===== src/rtl/branch_predictor_pkg.sv =====
// Shared types and constants for the fetch-stage branch predictor.
// BTB entries carry a fixed-width tag field; narrower tags are zero-extended.
package bp_pkg;

    typedef enum logic [1:0] {
        BP_MISS_TAKEN    = 2'd0,
        BP_MISS_NOTTAKEN = 2'd1,
        BP_CORRECT       = 2'd2,
        BP_NONE          = 2'd3
    } bp_status_e;

    localparam logic [1:0]  BP_WEAK_NT   = 2'b01;
    localparam int unsigned BP_TAG_W_MAX = 30;

    typedef struct packed {
        logic                    valid;
        logic [BP_TAG_W_MAX-1:0] tag;
        logic [31:0]             target;
        logic                    branch;
        logic                    jump;
    } btb_entry_t;

    function automatic logic bp_pred_taken(input logic [1:0] ctr);
        return ctr[1];
    endfunction

endpackage


===== src/rtl/branch_predictor_sat_counter2.sv =====
// Next value of a 2-bit saturating counter: step toward 3 when inc, toward 0 otherwise.
module sat_counter2
    import bp_pkg::*;
(
    input  logic [1:0] cur,
    input  logic       inc,
    output logic [1:0] nxt
);

    always_comb begin
        nxt = cur;
        if (inc) begin
            if (cur != 2'b11) nxt = cur + 2'b01;
        end else begin
            if (cur != 2'b00) nxt = cur - 2'b01;
        end
    end

endmodule


===== src/rtl/branch_predictor.sv =====
// Direct-mapped BTB plus PHT of 2-bit counters: combinational IF lookup,
// trained at the clock edge from the resolved EX instruction.
module branch_predictor
    import bp_pkg::*;
#(
    parameter int unsigned BTB_IDX_BITS = 6,
    parameter int unsigned PHT_IDX_BITS = 8
) (
    input  logic        clk,
    input  logic        rst_n,
    input  logic [31:0] IF_pc,
    output logic        IF_BTBhit,
    output logic        IF_Branch,
    output logic        IF_Jump,
    output logic [31:0] IF_pc_imm,
    output logic [1:0]  IF_branch_prediction,
    input  logic        EX_valid,
    input  logic [31:0] EX_pc,
    input  logic [31:0] EX_pc_imm,
    input  logic        EX_Branch,
    input  logic        EX_Jump,
    input  logic        EX_ALUSrc,
    input  logic        EX_taken,
    input  logic [1:0]  EX_branch_prediction,
    output logic [1:0]  prediction_status,
    output logic [31:0] branch_count,
    output logic [31:0] mispredict_count
);

    localparam int unsigned BTB_N = 1 << BTB_IDX_BITS;
    localparam int unsigned PHT_N = 1 << PHT_IDX_BITS;

    logic [BTB_IDX_BITS-1:0] if_bidx, ex_bidx;
    logic [PHT_IDX_BITS-1:0] if_pidx, ex_pidx;
    logic [BP_TAG_W_MAX-1:0] if_tag, ex_tag;

    logic [BTB_N-1:0] btb_valid;
    btb_entry_t       btb_data [BTB_N];
    logic [1:0]       pht      [PHT_N];

    btb_entry_t if_entry, wr_entry;
    bp_status_e status;
    logic       ex_br, btb_we, mispredict;
    logic [1:0] pht_cur, pht_nxt;
    logic       unused_bits;

    assign if_bidx = IF_pc[BTB_IDX_BITS+1:2];
    assign ex_bidx = EX_pc[BTB_IDX_BITS+1:2];
    assign if_pidx = IF_pc[PHT_IDX_BITS+1:2];
    assign ex_pidx = EX_pc[PHT_IDX_BITS+1:2];
    assign if_tag  = BP_TAG_W_MAX'(IF_pc[31:BTB_IDX_BITS+2]);
    assign ex_tag  = BP_TAG_W_MAX'(EX_pc[31:BTB_IDX_BITS+2]);

    assign unused_bits = ^{IF_pc[1:0], EX_pc[1:0], EX_branch_prediction[0]};

    // Data storage is not reset, so its valid copy is qualified by the reset-able bit.
    always_comb begin
        if_entry       = btb_data[if_bidx];
        if_entry.valid = if_entry.valid & btb_valid[if_bidx];
        IF_BTBhit      = if_entry.valid && (if_entry.tag == if_tag);
        IF_Branch      = IF_BTBhit & if_entry.branch;
        IF_Jump        = IF_BTBhit & if_entry.jump;
        IF_pc_imm      = IF_BTBhit ? if_entry.target : '0;
    end

    assign IF_branch_prediction = pht[if_pidx];

    assign ex_br  = EX_valid && EX_Branch;
    assign btb_we = EX_valid && (EX_Branch || (EX_Jump && !EX_ALUSrc));

    always_comb begin
        status = BP_NONE;
        if (ex_br) begin
            if (!bp_pred_taken(EX_branch_prediction) && EX_taken)
                status = BP_MISS_TAKEN;
            else if (bp_pred_taken(EX_branch_prediction) && !EX_taken)
                status = BP_MISS_NOTTAKEN;
            else
                status = BP_CORRECT;
        end
    end

    assign prediction_status = status;
    assign mispredict = (status == BP_MISS_TAKEN) || (status == BP_MISS_NOTTAKEN);

    always_comb begin
        wr_entry        = '0;
        wr_entry.valid  = 1'b1;
        wr_entry.tag    = ex_tag;
        wr_entry.target = EX_pc_imm;
        wr_entry.branch = EX_Branch;
        wr_entry.jump   = !EX_Branch;
    end

    always_ff @(posedge clk) begin
        if (btb_we) btb_data[ex_bidx] <= wr_entry;
    end

    always_ff @(posedge clk or negedge rst_n) begin
        if (!rst_n)      btb_valid <= '0;
        else if (btb_we) btb_valid[ex_bidx] <= 1'b1;
    end

    // PHT training reads the live counter, not the value piped down from IF.
    assign pht_cur = pht[ex_pidx];

    sat_counter2 u_sat_counter2 (
        .cur (pht_cur),
        .inc (EX_taken),
        .nxt (pht_nxt)
    );

    always_ff @(posedge clk or negedge rst_n) begin
        if (!rst_n)     pht <= '{default: BP_WEAK_NT};
        else if (ex_br) pht[ex_pidx] <= pht_nxt;
    end

    always_ff @(posedge clk or negedge rst_n) begin
        if (!rst_n) begin
            branch_count     <= '0;
            mispredict_count <= '0;
        end else if (status != BP_NONE) begin
            if (branch_count != '1) branch_count <= branch_count + 32'd1;
            if (mispredict && (mispredict_count != '1))
                mispredict_count <= mispredict_count + 32'd1;
        end
    end

endmodule


===== config.mk =====
export PLATFORM = sky130hd
export DESIGN_NAME = branch_predictor
export DESIGN_NICKNAME = d
export VERILOG_FILES = /design/src/rtl/branch_predictor_pkg.sv /design/src/rtl/branch_predictor_sat_counter2.sv /design/src/rtl/branch_predictor.sv
export SDC_FILE = /design/constraint.sdc
export NUM_CORES = 2
export LEC_CHECK = 0
export BUFFER_PORTS_ARGS = -buffer_cell sky130_fd_sc_hd__buf_2
export CAP_MARGIN = 20
export CORE_MARGIN = 2
export CORE_UTILIZATION = 50
export CTS_BUF_LIST = sky130_fd_sc_hd__clkbuf_4 sky130_fd_sc_hd__clkbuf_8 sky130_fd_sc_hd__clkbuf_16
export CTS_CLUSTER_DIAMETER = 30
export DETAILED_ROUTE_END_ITERATION = 10
export GPL_TIMING_DRIVEN = 0
export PLACE_DENSITY_LB_ADDON = 0.15
export REMOVE_ABC_BUFFERS = 1
export SETUP_SLACK_MARGIN = 0.4
export SKIP_LAST_GASP = 1
export SLEW_MARGIN = 25
export SYNTH_ARGS = -nofsm -noshare
export SYNTH_HDL_FRONTEND = slang
export SYNTH_MEMORY_MAX_BITS = 65536
export SYNTH_SLANG_ARGS = --single-unit

===== constraint.sdc =====
create_clock -name clk -period 8.8 [get_ports clk]
set_input_delay 0.44 -clock clk [delete_from_list [all_inputs] [get_ports clk]]
set_output_delay 0.44 -clock clk [all_outputs]
set_load 0.01 [all_outputs]

# [After elaboration in Yosys (flattened, before gate mapping)]
# Memories as Yosys holds them, arrays and structs flattened.
# Cells that the tools add are included.
[totals] reg_bits=640 ram_bits=3712 out_inout_bits=103 word_cells=323 memories=1
[memory_table] memory="btb_data" words=64 width=58 rd=1 rd_ports_with_merged_regs=0 write_ports=1 line_no="branch_predictor.sv:38" rtl="btb_entry_t btb_data [BTB_N];"
[op_classes] n_addsub=4 n_lt_le_gt_ge=6 n_eq_ne=6 muxes=22 bitwise_logic=6 n_reduce_logical=19
[ops] op="512-bit bitwise mux" n=1
[ops] op="32-bit by 1-bit adder with 32-bit output, second input constant" n=2
[ops] op="32-bit inequality test, second input constant" n=2
[ops] op="64-bit bitwise OR" n=1
[ops] op="2-bit binary-select mux with 8-bit select" n=2
[ops] op="32-bit two-way mux" n=1
[ops] op="30-bit by 24-bit equality test with 1-bit output" n=1
[ops] op="2-bit two-way mux" n=11
[ops] op="9-bit greater-or-equal comparator, second input constant" n=2
[ops] op="8-bit inverter with 9-bit output" n=2
[ops] op="2-bit demux with 8-bit select" n=1
[ops] op="6-bit by 7-bit less-than comparator with 1-bit output, second input constant" n=2
[ops] op="1-bit logical AND" n=9
[ops] op="9-bit by 1-bit less-than comparator with 1-bit output, second input constant" n=1
[ops] op="1-bit binary-select mux with 6-bit select" n=1
[ops] op="1-bit demux with 6-bit select" n=1
[ops] op="6-bit by 1-bit greater-or-equal comparator with 1-bit output, second input constant" n=1
[ops] op="1-bit logical NOT" n=4
[ops] op="1-bit two-way mux" n=4
[ops] op="2-bit inequality test, second input constant" n=2
[ops] op="2-bit AND reduction" n=2
[ops] op="2-bit by 1-bit adder with 2-bit output, second input constant" n=1
[ops] op="1-bit bitwise AND" n=2
[ops] op="2-bit by 1-bit equality test with 1-bit output, second input constant" n=1
[ops] op="5 further kinds" n=6

# [Longest topological paths before layout]
[logic_depth] word_depth=9 ltp_mapped=15

# [Modules after synthesis]
# Synthesis repeated with hierarchy kept, for this count alone.
[hier_totals] cells_unflattened=8074 area_unflattened_um2=175686.0
[by_module_without_submodules] mod="branch_predictor" n_inst=1 cells_per_inst=8071 area_each_um2=175659.7 seq_area_each_um2=127802.6
[by_module_without_submodules] mod="sat_counter2" n_inst=1 cells_per_inst=3 area_each_um2=26.3 seq_area_each_um2=0.0

# [Worst setup path after synthesis]
# OpenSTA, ideal clock, no wires.
[synth_path] path_type="input-to-reg" from="input EX_pc[2]" to="memory btb_data[15][0] in the netlist's numbering (enable)" setup_time_ns=0.475 arrival_ns=4.831 path_slack_ns=3.494 cell_stages=9 cell_sequence="buf_4 > buf_6 > buf_2 > buf_2 > clkbuf_1 > nand2_1 > nor2_1 > nand2_1 > nor2_1"
[synth_lines] element="start, declared" line_no="branch_predictor.sv:18" rtl="input logic [31:0] EX_pc,"
[synth_lines] element="end, declared" line_no="branch_predictor.sv:38"
# Straight into the memory's write port.

# [Worst setup path after layout]
[layout_path] from="input IF_pc[3]" to="output IF_pc_imm[22]"
[layout_between] elab_chain_cells=5 elab_cells_between_ends=7 cone_classes="1 x eq/ne; 3 x mux; 1 x bitwise; 1 x reduce/logical; 1 x memory"
[layout_rtl] element="start, declared" line_no="branch_predictor.sv:11" rtl="input logic [31:0] IF_pc,"
[layout_rtl] element="branches (longest 4 deep; another with memory 64 x 58 bit)"
[layout_rtl] element="32-bit two-way mux (*)" line_no="branch_predictor.sv:63" rtl="IF_pc_imm = IF_BTBhit ? if_entry.target : '0;"
[layout_rtl] element="end, declared" line_no="branch_predictor.sv:15" rtl="output logic [31:0] IF_pc_imm,"
# Mark *: on every way between the ends. The select of a mux whose other input is x is not followed.

==> results.md <==
* Worst clock skew at 0.0497 ns
* Layout area overhead at 26.7%
* Pwr dens at 258 nW/um2
* First-pass GRT wire length at 762 mm
* F_max at 126 MHz
* Min cycle time layout at 7.94 ns
* Netlist cell types at 73
* Reg-to-reg slack, setup at 4.18 ns
* Number of non-filler instances in the completed layout at 15,107
* Final number of hold-violating endpoints at 0
* Deepest clock path buffer count at 4
* Clk root buf: clkbuf_16
* Most common flop cell mapped by yosys: edfxtp_1
* Top cell family by delay on the critical path: buffers and inverters
* Die Width at 597 um
* H-tree Lvls at 6
* Fillers at 22,898
* Yosys top cell by area: edfxtp_1
* Placed Cells at 13,543
* Critical Path AT at 7.50 ns
* Critical path endpoint category: output port
* GPL Wtd Cong at 0.763
* Worst-Margin Slew at 1.14 ns
* YS warnings at 0
* Slowest CP cell: nor4_1
* Setup TNS at 0 ns
* Avg Inst Size Synth at 20.0 um2
* Critical Path Stages at 17
* WP buf/inv at 9
* Iter 0 DRT Violations at 14,726
* Initial core utilization at 0.503
* Fin. max-slew vios at 0
* Crit share post-route at 0.903
* Pin count of the biggest net entering global routing at 101
* Final setup fails at 0
* CTS tree: yes
* CTS buffer count at 814
* Vias at 100,268
* Post-synth EDFFs at 3,712
* Die Height at 597 um
* ANT nets after route at 0
* Synth top area cells: edfxtp_1, mux4_2, dfrtp_1
* CP most frequent cell: buf_16
* Top cell type's share of synthesized area at 0.633
* Grt total ovfl at 0
* Max VDD drop at 0.203 mV
* Clock slew seen by the registers of the worst setup and hold paths at 0.05 ns
* Average routed wire per standard cell at 35.9 um
* Clk Latency, worst-skew pair at 1.10 ns
* Launch point of the worst reg-to-reg path: pht[27]$_DFFE_PN0P_
* Slew HR at 0.235
* Post-CTS setup buffers at 0
* I/O pin count at 208
* Vias in the first global route at 100,246
* Asr flop ratio synth at 0.147
* Drt total wl at 542 mm
* Share of post-route cells with drive strength above 1 at 0.396
* Pre-Repair DR Iteration Count at 9
* TritonCTS Sinks at 4,352
* Worst min path class: primary input to flop
* Critical R2R Capture: pht[255]$_DFFE_PN0P_
* RSZ-0062 raised after global routing: false
* Initial antenna violation count at 25
* Nets@finish at 9,906
* Status: completed
* Most common cell in the netlist: edfxtp_1
* Sequential element share of the synthesized area at 0.726
* Total GRT Usage at 0.304
* Post-synthesis cell count at 8,786
* Number of remaining DRC errors at 0
* Cell Chain, Critical Path: buf_12, buf_16, buf_16, buf_16, buf_16, mux2_2, o22ai_1, nor2_1, a2111oi_0, o41ai_1, xnor2_1, nand4_1, buf_6, buf_6, buf_6, nor4_1, buf_2
* HPWL Detailed at 347 mm
* Commonest cells in the netlist: edfxtp_1, mux4_2, nand2_1
* Critical Path End: IF_pc_imm[22]
* Critical Path Source Type: primary input
* Die area at 357,000 um2
* Mapped cell area at 176,000 um2
* Worst path max stage delay at 0.80 ns
* R2R depth at 10
* Vias per cell at 6.64
* Max Fanout on Critical Path at 100
* Req. time, crit path at 8.36 ns
* Placeable Area at 350,000 um2
* Setup crit start: IF_pc[3]
* Rows at 217
* Port Buffers at 202
* P_leak at 75.2 nW
* FF+latch count, synth at 4,352
* Max Cap Viol at 0
* Setup CP Type: primary input to output port
[routing by layer]
metal	vias up	global-route usage	wire length (um)
met5	-	0	54
met4	8	0.108	21400
met3	1177	0.0745	61000
met2	6405	0.461	251000
met1	53623	0.434	209000
li1	39055	-	-
[cell usage in the layout (no fill, tap or decap), types with 35 or more instances in the layout]
cell type and count:
edfxtp_1 3712, mux4_2 1402, clkbuf_16 830, nand2_1 441, dfrtp_1 384, a21oi_1 294, buf_16 294, o21ai_0 271
dfstp_2 256, a31oi_1 242, buf_12 185, buf_2 171, clkinv_2 125, bufinv_16 121, mux2i_1 112, nor2_1 96
clkinv_1 96, buf_4 93, nor2_4 81, a22oi_1 76, clkbuf_4 75, or2_2 74, clkinvlp_4 73, clkinv_4 70
inv_6 66, nand4_1 60, xnor2_1 59, nand3_1 59, o31ai_1 50, nor4_1 45, o31ai_2 40, buf_6 36
o22ai_1 35
[per-stage QoR]
| stage | power (mW) | utilization | worst slack, ns | instance area [um2] | hold WS [ns] |
|---|---|---|---|---|---|
| after floorplan | 24.4 | - | 1.40 | 173000 | 0.144 |
| after global placement | 26.9 | 0.515 | -39.42 | 180000 | 0.445 |
| after detailed placement | 25.8 | 0.554 | 0.889 | 194000 | 0.449 |
| after CTS | 57.9 | 0.637 | 0.852 | 223000 | 0.000343 |
| after global routing | 59.1 | 0.638 | 0.663 | 223000 | 0.0934 |
| final | 57.6 | 0.638 | 0.858 | 223000 | 0.0745 |
[worst min path at each step]
stage                              startpoint                           to  slack [ns]  depth (start not counted)
floorplan                               rst_n  branch_count[0]$_DFFE_PN0P_        0.14                          0
global placement    btb_valid[28]$_DFFE_PN0P_    btb_valid[28]$_DFFE_PN0P_        0.45                          1
detailed placement  btb_valid[52]$_DFFE_PN0P_    btb_valid[52]$_DFFE_PN0P_        0.45                          1
CTS                             EX_pc_imm[25]   btb_data[63][27]$_DFFE_PP_      0.0003                          1
global route                    EX_pc_imm[20]   btb_data[35][22]$_DFFE_PP_        0.09                          1
finish                           EX_pc_imm[9]    btb_data[8][11]$_DFFE_PP_        0.07                          1
[flip-flops by register name (all words and copies together), names as in the netlist]
| signal | count |
|---|---|
| branch_count | 32 |
| btb_data | 3712 |
| btb_valid | 64 |
| mispredict_count | 32 |
| pht | 512 |
[logic make-up (layout without fill, tap and decap cells)]
family          after synthesis  count (layout)  share of synthesized area
xor+xnor                     79              79                    0.00393
buf+inv                     648            2363                     0.0154
flops                      4352            4352                      0.726
simple gates               1046            1046                     0.0281
other cells                   0               7                          0
fa+ha+maj                     5               5                   0.000334
compound gates             1117            1117                     0.0393
mux                        1539            1539                      0.187
[timing repair]
| action | in CTS | in global routing |
|---|---|---|
| gates resized for setup | 0 | 0 |
| hold buffers | 12 | 21 |
| hold endpoints to repair | 421 | 1337 |
[cell type report]
cell class                      count  area [um2]  area share
Clock inverter                    589        7100      0.0318
Clock buffer                      930       21700      0.0971
Inverter                           14        65.1    0.000292
Tap cell                         4599        5750      0.0258
Antenna cell                        7        17.5   0.0000785
Multi-Input combinational cell   3786       46400       0.208
Timing Repair Buffer              830       14400      0.0643
Sequential cell                  4352      128000       0.573
[report_power, final]
part           switching, mW  internal (mW)
Clock                   10.9           21.3
Sequential             0.139           22.7
Combinational           1.54           1.10
(Power assumes the default switching activity.)
